File: config.mk
export PLATFORM = sky130hd
export DESIGN_NAME = rect_pos_ctl
export DESIGN_NICKNAME = d
export VERILOG_FILES = /design/src/rtl/rect_pos_ctl_pkg.sv /design/src/rtl/rect_pos_ctl_edge_rise.sv /design/src/rtl/rect_pos_ctl.sv
export SDC_FILE = /design/constraint.sdc
export NUM_CORES = 1
export LEC_CHECK = 0
export BUFFER_PORTS_ARGS = -buffer_cell sky130_fd_sc_hd__buf_2
export CORE_UTILIZATION = 53
export DETAILED_ROUTE_END_ITERATION = 8
export GPL_TIMING_DRIVEN = 0
export HOLD_SLACK_MARGIN = 0.03
export PLACE_DENSITY = 0.79
export RECOVER_POWER = 100
export SYNTH_ARGS = -nofsm -noshare
export SYNTH_HDL_FRONTEND = slang
export SYNTH_SLANG_ARGS = --single-unit
File: constraint.sdc
create_clock -name pclk -period 4.5 [get_ports pclk]
set_input_delay 0.9 -clock pclk [delete_from_list [all_inputs] [get_ports pclk]]
set_output_delay 0.9 -clock pclk [all_outputs]
set_load 0.05 [all_outputs]
File: src/rtl/rect_pos_ctl_pkg.sv
// Shared VGA screen/rectangle constants and position-controller state encodings.
package rect_pos_ctl_pkg;

    localparam int SCREEN_W = 800;
    localparam int SCREEN_H = 600;
    localparam int RECT_W   = 48;
    localparam int RECT_H   = 64;
    localparam int FLOOR_Y  = SCREEN_H - RECT_H;
    localparam int X_MAX    = SCREEN_W - RECT_W;

    localparam int POS_W = 12;
    localparam int VEL_W = 8;

    typedef enum logic [1:0] {
        ST_FOLLOW = 2'b00,
        ST_FALL   = 2'b01,
        ST_LANDED = 2'b10
    } rect_state_e;

    function automatic logic [POS_W-1:0] clamp_pos(
        input logic [POS_W-1:0] v,
        input logic [POS_W-1:0] lim
    );
        return (v > lim) ? lim : v;
    endfunction

endpackage

File: src/rtl/rect_pos_ctl_edge_rise.sv
// Single-cycle rising-edge pulse; combinational on the input, registered history.
module edge_rise (
    input  logic pclk,
    input  logic rst,
    input  logic in,
    output logic pulse
);

    logic in_q;
    logic in_d;

    always_comb begin
        in_d = in;
    end

    always_ff @(posedge pclk) begin
        if (rst) begin
            in_q <= 1'b0;
        end else begin
            in_q <= in_d;
        end
    end

    assign pulse = in & ~in_q;

endmodule

File: src/rtl/rect_pos_ctl.sv
// Frame-synchronous rectangle position controller: follow the mouse or fall and land.
module rect_pos_ctl
    import rect_pos_ctl_pkg::*;
#(
    parameter int GRAVITY = 1,
    parameter int VMAX    = 32
) (
    input  logic              pclk,
    input  logic              rst,
    input  logic              vblnk_in,
    input  logic [POS_W-1:0]  mouse_xpos,
    input  logic [POS_W-1:0]  mouse_ypos,
    input  logic              mouse_left,
    output logic [POS_W-1:0]  xpos,
    output logic [POS_W-1:0]  ypos,
    output logic [1:0]        state_out
);

    localparam logic [POS_W-1:0] X_LIM   = POS_W'(X_MAX);
    localparam logic [POS_W-1:0] Y_LIM   = POS_W'(FLOOR_Y);
    localparam logic [POS_W:0]   FLOOR13 = (POS_W+1)'(FLOOR_Y);
    localparam logic [VEL_W:0]   GRAV_V  = (VEL_W+1)'(GRAVITY);
    localparam logic [VEL_W:0]   VMAX_V  = (VEL_W+1)'(VMAX);

    logic tick;
    logic click;

    edge_rise u_tick (
        .pclk  (pclk),
        .rst   (rst),
        .in    (vblnk_in),
        .pulse (tick)
    );

    edge_rise u_click (
        .pclk  (pclk),
        .rst   (rst),
        .in    (mouse_left),
        .pulse (click)
    );

    rect_state_e      state_q, state_d;
    logic [POS_W-1:0] xpos_q, xpos_d;
    logic [POS_W-1:0] ypos_q, ypos_d;
    logic [VEL_W-1:0] vel_q, vel_d;
    logic             click_pend_q, click_pend_d;

    logic             pend;
    logic [VEL_W:0]   vel_sum;
    logic [VEL_W-1:0] vel_n;
    logic [POS_W:0]   y_n;

    always_comb begin
        state_d      = state_q;
        xpos_d       = xpos_q;
        ypos_d       = ypos_q;
        vel_d        = vel_q;
        click_pend_d = click_pend_q | click;
        pend         = click_pend_q | click;
        vel_sum      = {1'b0, vel_q} + GRAV_V;
        vel_n        = (vel_sum > VMAX_V) ? VMAX_V[VEL_W-1:0]
                                          : vel_sum[VEL_W-1:0];
        y_n          = {1'b0, ypos_q} + (POS_W+1)'(vel_n);

        if (tick) begin
            // Any pending click is used or discarded by this tick.
            click_pend_d = 1'b0;
            unique case (state_q)
                ST_FOLLOW: begin
                    xpos_d = clamp_pos(mouse_xpos, X_LIM);
                    ypos_d = clamp_pos(mouse_ypos, Y_LIM);
                    if (pend) begin
                        vel_d   = '0;
                        state_d = ST_FALL;
                    end
                end
                ST_FALL: begin
                    if (y_n >= FLOOR13) begin
                        ypos_d  = Y_LIM;
                        vel_d   = '0;
                        state_d = ST_LANDED;
                    end else begin
                        ypos_d = y_n[POS_W-1:0];
                        vel_d  = vel_n;
                    end
                end
                ST_LANDED: begin
                    if (pend) begin
                        state_d = ST_FOLLOW;
                    end
                end
                default: begin
                    state_d = ST_FOLLOW;
                    vel_d   = '0;
                end
            endcase
        end
    end

    always_ff @(posedge pclk) begin
        if (rst) begin
            state_q      <= ST_FOLLOW;
            xpos_q       <= '0;
            ypos_q       <= '0;
            vel_q        <= '0;
            click_pend_q <= 1'b0;
        end else begin
            state_q      <= state_d;
            xpos_q       <= xpos_d;
            ypos_q       <= ypos_d;
            vel_q        <= vel_d;
            click_pend_q <= click_pend_d;
        end
    end

    assign xpos      = xpos_q;
    assign ypos      = ypos_q;
    assign state_out = state_q;

endmodule
==> results of run 1 <==
[state kept, by name, summed over array words and instances (netlist names)]
| name | count |
|---|---|
| vel_q | 8 |
| state_out | 2 |
| click_pend_q | 1 |
| u_tick.in_q | 1 |
| xpos | 12 |
| ypos | 12 |
| u_click.in_q | 1 |
[area by class of cell]
cell class | instances | area (µm²)
plain buffers | 12 | 55.1
clock buffers | 6 | 72.6
clock inverters | 2 | 10.0
fillers | 349 | 1240
inverters | 10 | 37.5
multi-input cells | 203 | 1350
flip-flops and latches | 37 | 742
well taps | 48 | 60.1
repair buffers | 54 | 240
[critical path: stages, from the launching register on]
cell and delay, ps:
dfxtp_1 420, ha_2 280, nand3_1 100, mux2_2 290
nor2_1 160, o21ai_2 140, a21oi_1 210, ha_1 290
a21o_1 220, a211oi_4 340, mux4_2 560, o211ai_2 110
o22a_1 240, a21oi_4 100, buf_6 170, a221oi_1 350
nor3_1 90
[layer usage]
metal	wire length (µm)	share of wire, %
met3	275	5.5
met2	2210	44
met5	0	0
met4	47	0.94
met1	2490	50
[stage by stage]
stage	setup WS (ps)	hold WS (ps)	utilization [%]
floorplan	619	453	-
global placement	174	443	65.8
detailed placement	112	459	65.8
CTS	94.8	469	68.0
global route	33.5	491	67.5
finish	307	471	67.5
[power by group]
group / switching [W] / total [W] / internal [W]
Sequential: 0.0000119 / 0.000354 / 0.000342
Clock: 0.000116 / 0.000223 / 0.000107
Combinational: 0.000120 / 0.000173 / 0.0000535
Total: 0.000248 / 0.000750 / 0.000503
[cell usage in the layout, fill, tap and decap left out, types with 3 or more instances in the layout]
cell and count:
clkbuf_1 38, dfxtp_1 36, nor2_1 29, buf_2 26, nand2_1 22, a21oi_1 21, nand3_1 10, inv_1 10
ha_1 10, nor3_1 9, a21o_1 8, nor3b_1 7, nor2b_1 6, a221oi_1 6, a211oi_1 6, o21ai_0 5
nand2b_1 5, clkbuf_8 5, nor4_1 4, xor2_1 4, or3_1 4, a22oi_1 4, xnor2_1 3, a31oi_1 3
and3_1 3
[final timing paths]
path	start	endpoint	slack [ps]	cells past startpoint
worst min register to register	xpos[8]	xpos[8]	470	2
worst max register to register	vel_q[1]	ypos[6]	310	16
worst max-delay path	vel_q[1]	ypos[6]	310	16
worst min-delay path	xpos[8]	xpos[8]	470	2
[timing repair]
item                                    CTS  global route
endpoints found under the setup margin    0            16
setup buffers                             0             2
gates resized for setup                   0             4
hold buffers                              0             0
[cell families (layout without fill, tap and decap cells)]
kind of cell             after synthesis  after routing  synth area share [%]
AND/OR/NAND/NOR                      107            107                  24.8
AO/OA/AOI/OAI                         73             73                  25.0
flip-flops                            37             37                  34.0
buffers and inverters                 23             84                  4.43
adder cells (fa/ha/maj)               12             12                  7.25
XOR/XNOR                               7              7                  2.82
multiplexers                           2              2                  1.55
other                                  1              2                 0.172
==> results.sh, run 1 <==
export IMPL_synth_area_leaders="dfxtp_1 34%, ha_1 6.3%, nor2_1 5.2%"
export IMPL_leakage_nw=1.05
export IMPL_period_minus_slack_ps=4190
export IMPL_numPlacedInstances=363
export IMPL_stdcell_count=372
export IMPL_critPathKind="reg -> reg"
export IMPL_area_growth_pct=17.8
export IMPL_place_congestion=0.876
export IMPL_crit_path_start_kind="flip-flop"
export IMPL_power_density_mw_per_mm2=293
export IMPL_final_nets=363
export IMPL_final_layout_size_suffix_gt1_share_pct=15.4
export IMPL_grt_pass1_vias=1830
export IMPL_setup_viol=0
export IMPL_synth_top_area_cell="dfxtp_1"
export IMPL_finalCritPeriodShare_pct=93.2
export IMPL_peakVddDrop_mv=0.211
export IMPL_drt_wl_total_um=5020
export IMPL_initial_core_util_pct=57.3
export IMPL_violations="capacitance limit, slew limit"
export IMPL_power_total_w=0.000750
export IMPL_postRouteAntennaNets=0
export IMPL_io_buffers=52
export IMPL_die_x_um=66.1
export IMPL_tns_ps=0
export IMPL_grt_pass1_wl_um=8500
export IMPL_cts_sinks=37
export IMPL_hp_class="reg -> reg"
export IMPL_syn_avg_cell_area_um2=8.30
export IMPL_vias=2105
export IMPL_clkTransAtPathRegs_ps=70
export IMPL_worstPathArrival_ps=4350
export IMPL_yosysMostFrequentCell="dfxtp_1"
export IMPL_fp_coreArea_mm2=0.00380
export IMPL_synth_edff_count=0
export IMPL_cap_violations=1
export IMPL_drt_iter0_drc=157
export IMPL_drc=0
export IMPL_status="complete, but fails checks"
export IMPL_async_flop_share_pct=0
export IMPL_io_pin_count=54
export IMPL_fin_area_mm2=0.00256
export IMPL_max_freq_mhz=238
export IMPL_synth_top_flop_cell="dfxtp_1"
export IMPL_first_pass_iters=4
export IMPL_antenna_found_initial=0
export IMPL_met3_usage_pct=5.17
export IMPL_wire_per_inst_um=13.5
export IMPL_hold_viol=0
export IMPL_numCtsBuffers=5
export IMPL_worstMarginPinSlew_ps=1990
export IMPL_yosysWarnings=0
export IMPL_dpl_instance_area_mm2=0.00250
export IMPL_die_h_um=66.1
export IMPL_end_kind="flip-flop"
export IMPL_row_count=22
export IMPL_diodes=0
export IMPL_cts_tree="built"
export IMPL_synth_cells_most_frequent="37 x dfxtp_1, 30 x nor2_1, 22 x nand2_1"
export IMPL_grt_max_degree=12
export IMPL_worstPathMaxFanout=10
export IMPL_via_per_inst=5.66
export IMPL_synth_seq_area_share_pct=34.0
export IMPL_skew_ps=3.39
export IMPL_rsz0062_at_grt="false"
export IMPL_die_area_mm2=0.00437
export IMPL_synthCells=262
export IMPL_synth_top_area_share_pct=34.0
export IMPL_clockBufferDepth=2
export IMPL_root_buffer="clkbuf_8"
export IMPL_relSlewSlack_pct=-36.4
export IMPL_grt_ovfl_total=0
export IMPL_required_ps=4660
export IMPL_synth_cell_types=51
export IMPL_place_hpwl_um=3830
export IMPL_htree_num_levels=2
export IMPL_use_met2_pct=37.6
export IMPL_syn_area_mm2=0.00218
export IMPL_ys_ff_latch=37
export IMPL_busiest_layer="met2"
export IMPL_drv_slew=9
export IMPL_clock_latency_ps=290
export IMPL_grtUsageTotal_pct=25.5
export IMPL_grt_util_met1_pct=37.2
(Power assumes the default switching activity.)
==> run 2, diff against run 1 <==
Settings changed: BUFFER_PORTS_ARGS -buffer_cell sky130_fd_sc_hd__buf_2 to default, CAP_MARGIN from default to 20, CORE_UTILIZATION 53 to 63, DONT_BUFFER_PORTS from default to 1.
==> run 2 against run 1 <==
Effect of this change: fmax is 0.50% higher; worst hold slack better by 9.8 ps; critical path type unchanged; count of clock-buffer cells in the layout stayed put; power is 1.1% higher; the flow still finishes with violations (capacitance limit, slew limit); first-iteration DRC count is 1.3% higher; critical path depth stayed put; register-to-register slack better by 20 ps; utilization is 6.3 points higher; setup slack better by 21 ps; combinational power is 38% lower; sequential power is 13% higher.
==> results.sh, run 2 (same netlist as run 1, synthesis figures left out) <==
export IMPL_fin_ws_ps=328
export IMPL_grtUsageTotal_pct=29.5
export IMPL_grt_pass1_wl_um=7960
export IMPL_layout_common_cells="35 x dfxtp_1, 29 x nor2_1, 22 x nand2_1"
export IMPL_place_congestion=0.917
export IMPL_area_growth_pct=6.84
export IMPL_worstPathMaxFanout=10
export IMPL_hold_buffers=0
export IMPL_htree_num_levels=2
export IMPL_cts_tree="built"
export IMPL_initial_core_util_pct=69.0
export IMPL_critPathKind="reg -> reg"
export IMPL_drv_slew=9
export IMPL_required_ps=4740
export IMPL_final_layout_size_suffix_gt1_share_pct=9.63
export IMPL_row_count=20
export IMPL_clkTransAtPathRegs_ps=120
export IMPL_setup_viol=0
export IMPL_rsz0062_at_grt="false"
export IMPL_power_density_mw_per_mm2=326
export IMPL_numCtsBuffers=5
export IMPL_drc=0
export IMPL_skew_ps=9.15
export IMPL_final_common_cell="dfxtp_1"
export IMPL_pre_cts_ws_ps=162
export IMPL_wire_per_inst_um=15.6
export IMPL_via_per_inst=6.28
export IMPL_root_buffer="clkbuf_4"
export IMPL_io_pin_count=54
export IMPL_fillers=267
export IMPL_fp_coreArea_mm2=0.00315
export IMPL_grt_pass1_vias=1874
export IMPL_first_pass_iters=4
export IMPL_hp_class="reg -> reg"
export IMPL_die_h_um=60.8
export IMPL_diodes=0
export IMPL_numPlacedInstances=307
export IMPL_io_buffers=0
export IMPL_finalCritPeriodShare_pct=92.7
export IMPL_postRouteAntennaNets=0
export IMPL_die_x_um=60.8
export IMPL_crit_path_start_kind="flip-flop"
export IMPL_violations="capacitance limit, slew limit"
export IMPL_vias=1972
export IMPL_cap_violations=1
export IMPL_leakage_nw=0.909
export IMPL_relSlewSlack_pct=-24.5
export IMPL_clock_latency_ps=350
export IMPL_worstMarginPinSlew_ps=1820
export IMPL_cts_sinks=37
export IMPL_hold_viol=0
export IMPL_peakVddDrop_mv=0.275
export IMPL_drt_iter0_drc=159
export IMPL_tns_ps=0
export IMPL_grt_max_degree=13
export IMPL_final_seq_area_um2=743
export IMPL_multi_input_area_mm2=0.00135
export IMPL_max_freq_mhz=240
export IMPL_antenna_found_initial=0
export IMPL_cts_repair_resized=0
export IMPL_end_kind="flip-flop"
export IMPL_grt_ovfl_total=0
export IMPL_place_hpwl_um=3640
export IMPL_status="complete, but fails checks"
export IMPL_clockBufferDepth=2
export IMPL_worstPathArrival_ps=4410
export IMPL_final_nets=309
export IMPL_stdcell_count=314
export IMPL_die_area_mm2=0.00369
export IMPL_hold_ws_ps=481
export IMPL_period_minus_slack_ps=4170
export IMPL_drt_wl_total_um=4900
export IMPL_cts_setup_buffers=0
[run 2: final cells by class]
class	count	area share, %
flip-flops and latches	37	32.0
inverters	10	1.61
well taps	44	2.37
clock inverters	2	1.61
clock buffers	6	2.21
multi-input cells	203	57.9
plain buffers	12	2.37
[run 2: worst paths after layout]
| kind | slack, ps | from | depth (start not counted) | to |
|---|---|---|---|---|
| worst max-delay path | 330 | vel_q[3] | 16 | ypos[1] |
| worst min-delay path | 480 | vel_q[7] | 1 | vel_q[7] |
| worst max register to register | 330 | vel_q[3] | 16 | ypos[1] |
| worst min register to register | 480 | vel_q[7] | 1 | vel_q[7] |
[run 2: worst max-delay path: stages (launching register included)]
cell      delay (ps)
dfxtp_1          490
and3_1           210
nand3_1           90
mux2_2           290
nor2_1           180
o21ai_2          150
a21oi_1          190
ha_1             290
and3_1           220
a211oi_4         320
mux4_2           560
o211ai_2         120
o22a_1           250
a21oi_4          100
buf_6            170
a221oi_1         320
nor3_1            90
[run 2: report_power, final]
part,switching (W),internal [W],leakage [nW]
Sequential,0.0000585,0.000342,0.303
Combinational,0.0000660,0.0000411,0.561
Clock,0.000119,0.000132,0.0445
[run 2: metal layers]
metal	GRT usage [%]	vias to the layer above	share of wire [%]
met3	9.17	11	8.4
met5	0	-	0
li1	-	966	-
met1	34.6	924	43
met2	50.1	71	47
met4	12.0	0	2.0
[run 2: per-stage QoR]
step	area [µm²]	utilization (%)	power, W
3_3_place_gp	2230	70.9	0.000512
2_1_floorplan	2180	-	0.000489
6_report	2320	73.7	0.000758
4_1_cts	2320	73.7	0.000764
3_5_place_dp	2230	70.9	0.000514
5_1_grt	2320	73.7	0.000793
==> run 3, diff against run 2 <==
Settings changed: CORE_UTILIZATION 63 to 57, PLACE_DENSITY 0.79 to 0.75.
Clock period 4.5 ns to 3.35 ns, I/O delays scaled along.
==> run 3 against run 2 <==
Effect of this change: the run ends with setup timing left; power rose by 50%; fmax up 7.5%; clock skew increased by 1.8 ps; via count is 8.0% higher; clock power increased by 65%; critical path type unchanged.
==> results.sh, run 3 (same netlist as run 1, synthesis figures left out) <==
export IMPL_via_per_inst=6.28
export IMPL_r2r_slack_ps=-530
export IMPL_grt_pass1_vias=2118
export IMPL_final_nets=330
export IMPL_leakage_nw=1.10
export IMPL_peakVddDrop_mv=0.312
export IMPL_crit_path_start_kind="flip-flop"
export IMPL_area_growth_pct=30.2
export IMPL_root_buffer="clkbuf_8"
export IMPL_io_pin_count=54
export IMPL_whs_path_depth=1
export IMPL_clockBufferDepth=2
export IMPL_initial_core_util_pct=59.4
export IMPL_hold_end="vel_q[6]"
export IMPL_final_layout_size_suffix_gt1_share_pct=28.5
export IMPL_setup_viol=18
export IMPL_clock_latency_ps=300
export IMPL_postRouteAntennaNets=0
export IMPL_power_density_mw_per_mm2=401
export IMPL_cap_violations=0
export IMPL_row_count=22
export IMPL_ff2ff_path_depth=18
export IMPL_grt_ovfl_total=0
export IMPL_drt_iter0_drc=104
export IMPL_violations="setup timing"
export IMPL_cts_sinks=37
export IMPL_vias=2130
export IMPL_numCtsBuffers=5
export IMPL_critPathKind="reg -> reg"
export IMPL_place_congestion=0.800
export IMPL_worstPathArrival_ps=4100
export IMPL_drt_wl_total_um=6100
export IMPL_fin_area_mm2=0.00283
export IMPL_die_h_um=63.8
export IMPL_wire_per_inst_um=18.0
export IMPL_drv_slew=0
export IMPL_worstPathMaxFanout=6
export IMPL_dpl_instance_area_mm2=0.00235
export IMPL_regToRegEndpoint="state_out[1]"
export IMPL_htree_num_levels=2
export IMPL_place_hpwl_um=3870
export IMPL_min_delay_start="vel_q[6]"
export IMPL_io_buffers=0
export IMPL_antenna_found_initial=0
export IMPL_drc=0
export IMPL_final_common_cell="dfxtp_1"
export IMPL_grt_max_degree=13
export IMPL_relSlewSlack_pct=12.7
export IMPL_fp_coreArea_mm2=0.00366
export IMPL_grtUsageTotal_pct=29.9
export IMPL_pre_cts_ws_ps=-623
export IMPL_layout_common_cells="33 x dfxtp_1, 26 x nor2_1, 21 x nand2_1"
export IMPL_worstMarginPinSlew_ps=1310
export IMPL_grt_pass1_wl_um=9560
export IMPL_finalCritPeriodShare_pct=116
export IMPL_end_kind="flip-flop"
export IMPL_cts_tree="built"
export IMPL_skew_ps=11.0
export IMPL_clkTransAtPathRegs_ps=70
export IMPL_r2r_start="vel_q[0]"
export IMPL_first_pass_iters=4
export IMPL_diodes=0
export IMPL_hold_viol=0
export IMPL_die_area_mm2=0.00407
export IMPL_hold_buffers=0
export IMPL_required_ps=3570
export IMPL_hp_class="reg -> reg"
export IMPL_max_freq_mhz=258
export IMPL_fin_ws_ps=-532
export IMPL_status="complete, but fails checks"
export IMPL_die_x_um=63.8
export IMPL_period_minus_slack_ps=3880
export IMPL_rsz0062_at_grt="true"
==> run 3: cell types whose count changed in the layout (fill, tap and decap cells not counted), moves of 5 or more <==
cell | before | now
a21oi_1 | 21 | 13
buf_4 | 0 | 16
a221oi_2 | 1 | 6
a21oi_2 | 0 | 6
a221oi_1 | 6 | 0
clkbuf_8 | 1 | 7
clkbuf_4 | 5 | 0
==> run 3: area by class of cell <==
class	count	area, µm²
Multi-Input combinational cell	203	1600
Clock inverter	2	37.5
Sequential cell	37	753
Fill cell	249	827
Tap cell	48	60.1
Inverter	10	37.5
Buffer	12	68.8
Clock buffer	6	82.6
Timing Repair Buffer	21	190
==> run 3: per-stage QoR <==
step	hold slack, ps	utilization, %	setup TNS, ps	total power, W	std cells
floorplan	453	-	-2350	0.000665	263
global placement	469	64.1	-8360	0.000696	311
detailed placement	474	64.1	-9380	0.000699	311
CTS	497	73.9	-7070	0.00112	334
global route	515	77.4	-11990	0.00118	339
finish	490	77.4	-8700	0.00114	339
==> run 3: routing by layer <==
| metal | share of wire, % | vias to the layer above | track usage (%) |
|---|---|---|---|
| met5 | 0 | - | 0 |
| met4 | 1.3 | 0 | 8.52 |
| met3 | 7.9 | 7 | 8.04 |
| met2 | 49 | 80 | 52.4 |
| met1 | 42 | 1032 | 35.4 |
| li1 | - | 1011 | - |
==> run 3: power breakdown <==
part | switching, W | internal [W] | leakage, nW
logic | 0.000108 | 0.0000786 | 0.736
registers | 0.0000800 | 0.000457 | 0.305
clock network | 0.000172 | 0.000242 | 0.0574
==> run 3: worst max-delay path by stage <==
stage | startpoint | end | slack, ps | cells past startpoint
floorplan | vel_q[3] | state_out[0] | -310 | 16
global placement | vel_q[4] | state_out[0] | -600 | 15
detailed placement | vel_q[4] | state_out[0] | -620 | 15
CTS | vel_q[3] | state_out[1] | -490 | 17
global route | vel_q[0] | state_out[0] | -720 | 17
finish | vel_q[0] | state_out[1] | -530 | 18
==> run 3: worst max-delay path, stage by stage (launching register included) <==
cell,delay (ps)
dfxtp_4,390
ha_4,170
nor4_4,40
a31oi_1,210
nor2b_2,90
o21ai_4,350
nor2_2,60
ha_2,210
fa_2,350
a21o_1,220
a221oi_4,320
buf_4,190
o21a_1,140
nor3_1,70
o21ai_2,270
a21oi_4,110
buf_6,130
or3_1,360
a21oi_1,120
==> run 3: what timing repair did <==
| action | in CTS | in global routing |
|---|---|---|
| endpoints found under the setup margin | 18 | 18 |
| pin swaps | 32 | 13 |
| gates resized for setup | 28 | 19 |
| gates cloned | 1 | 0 |
| setup buffers | 14 | 6 |
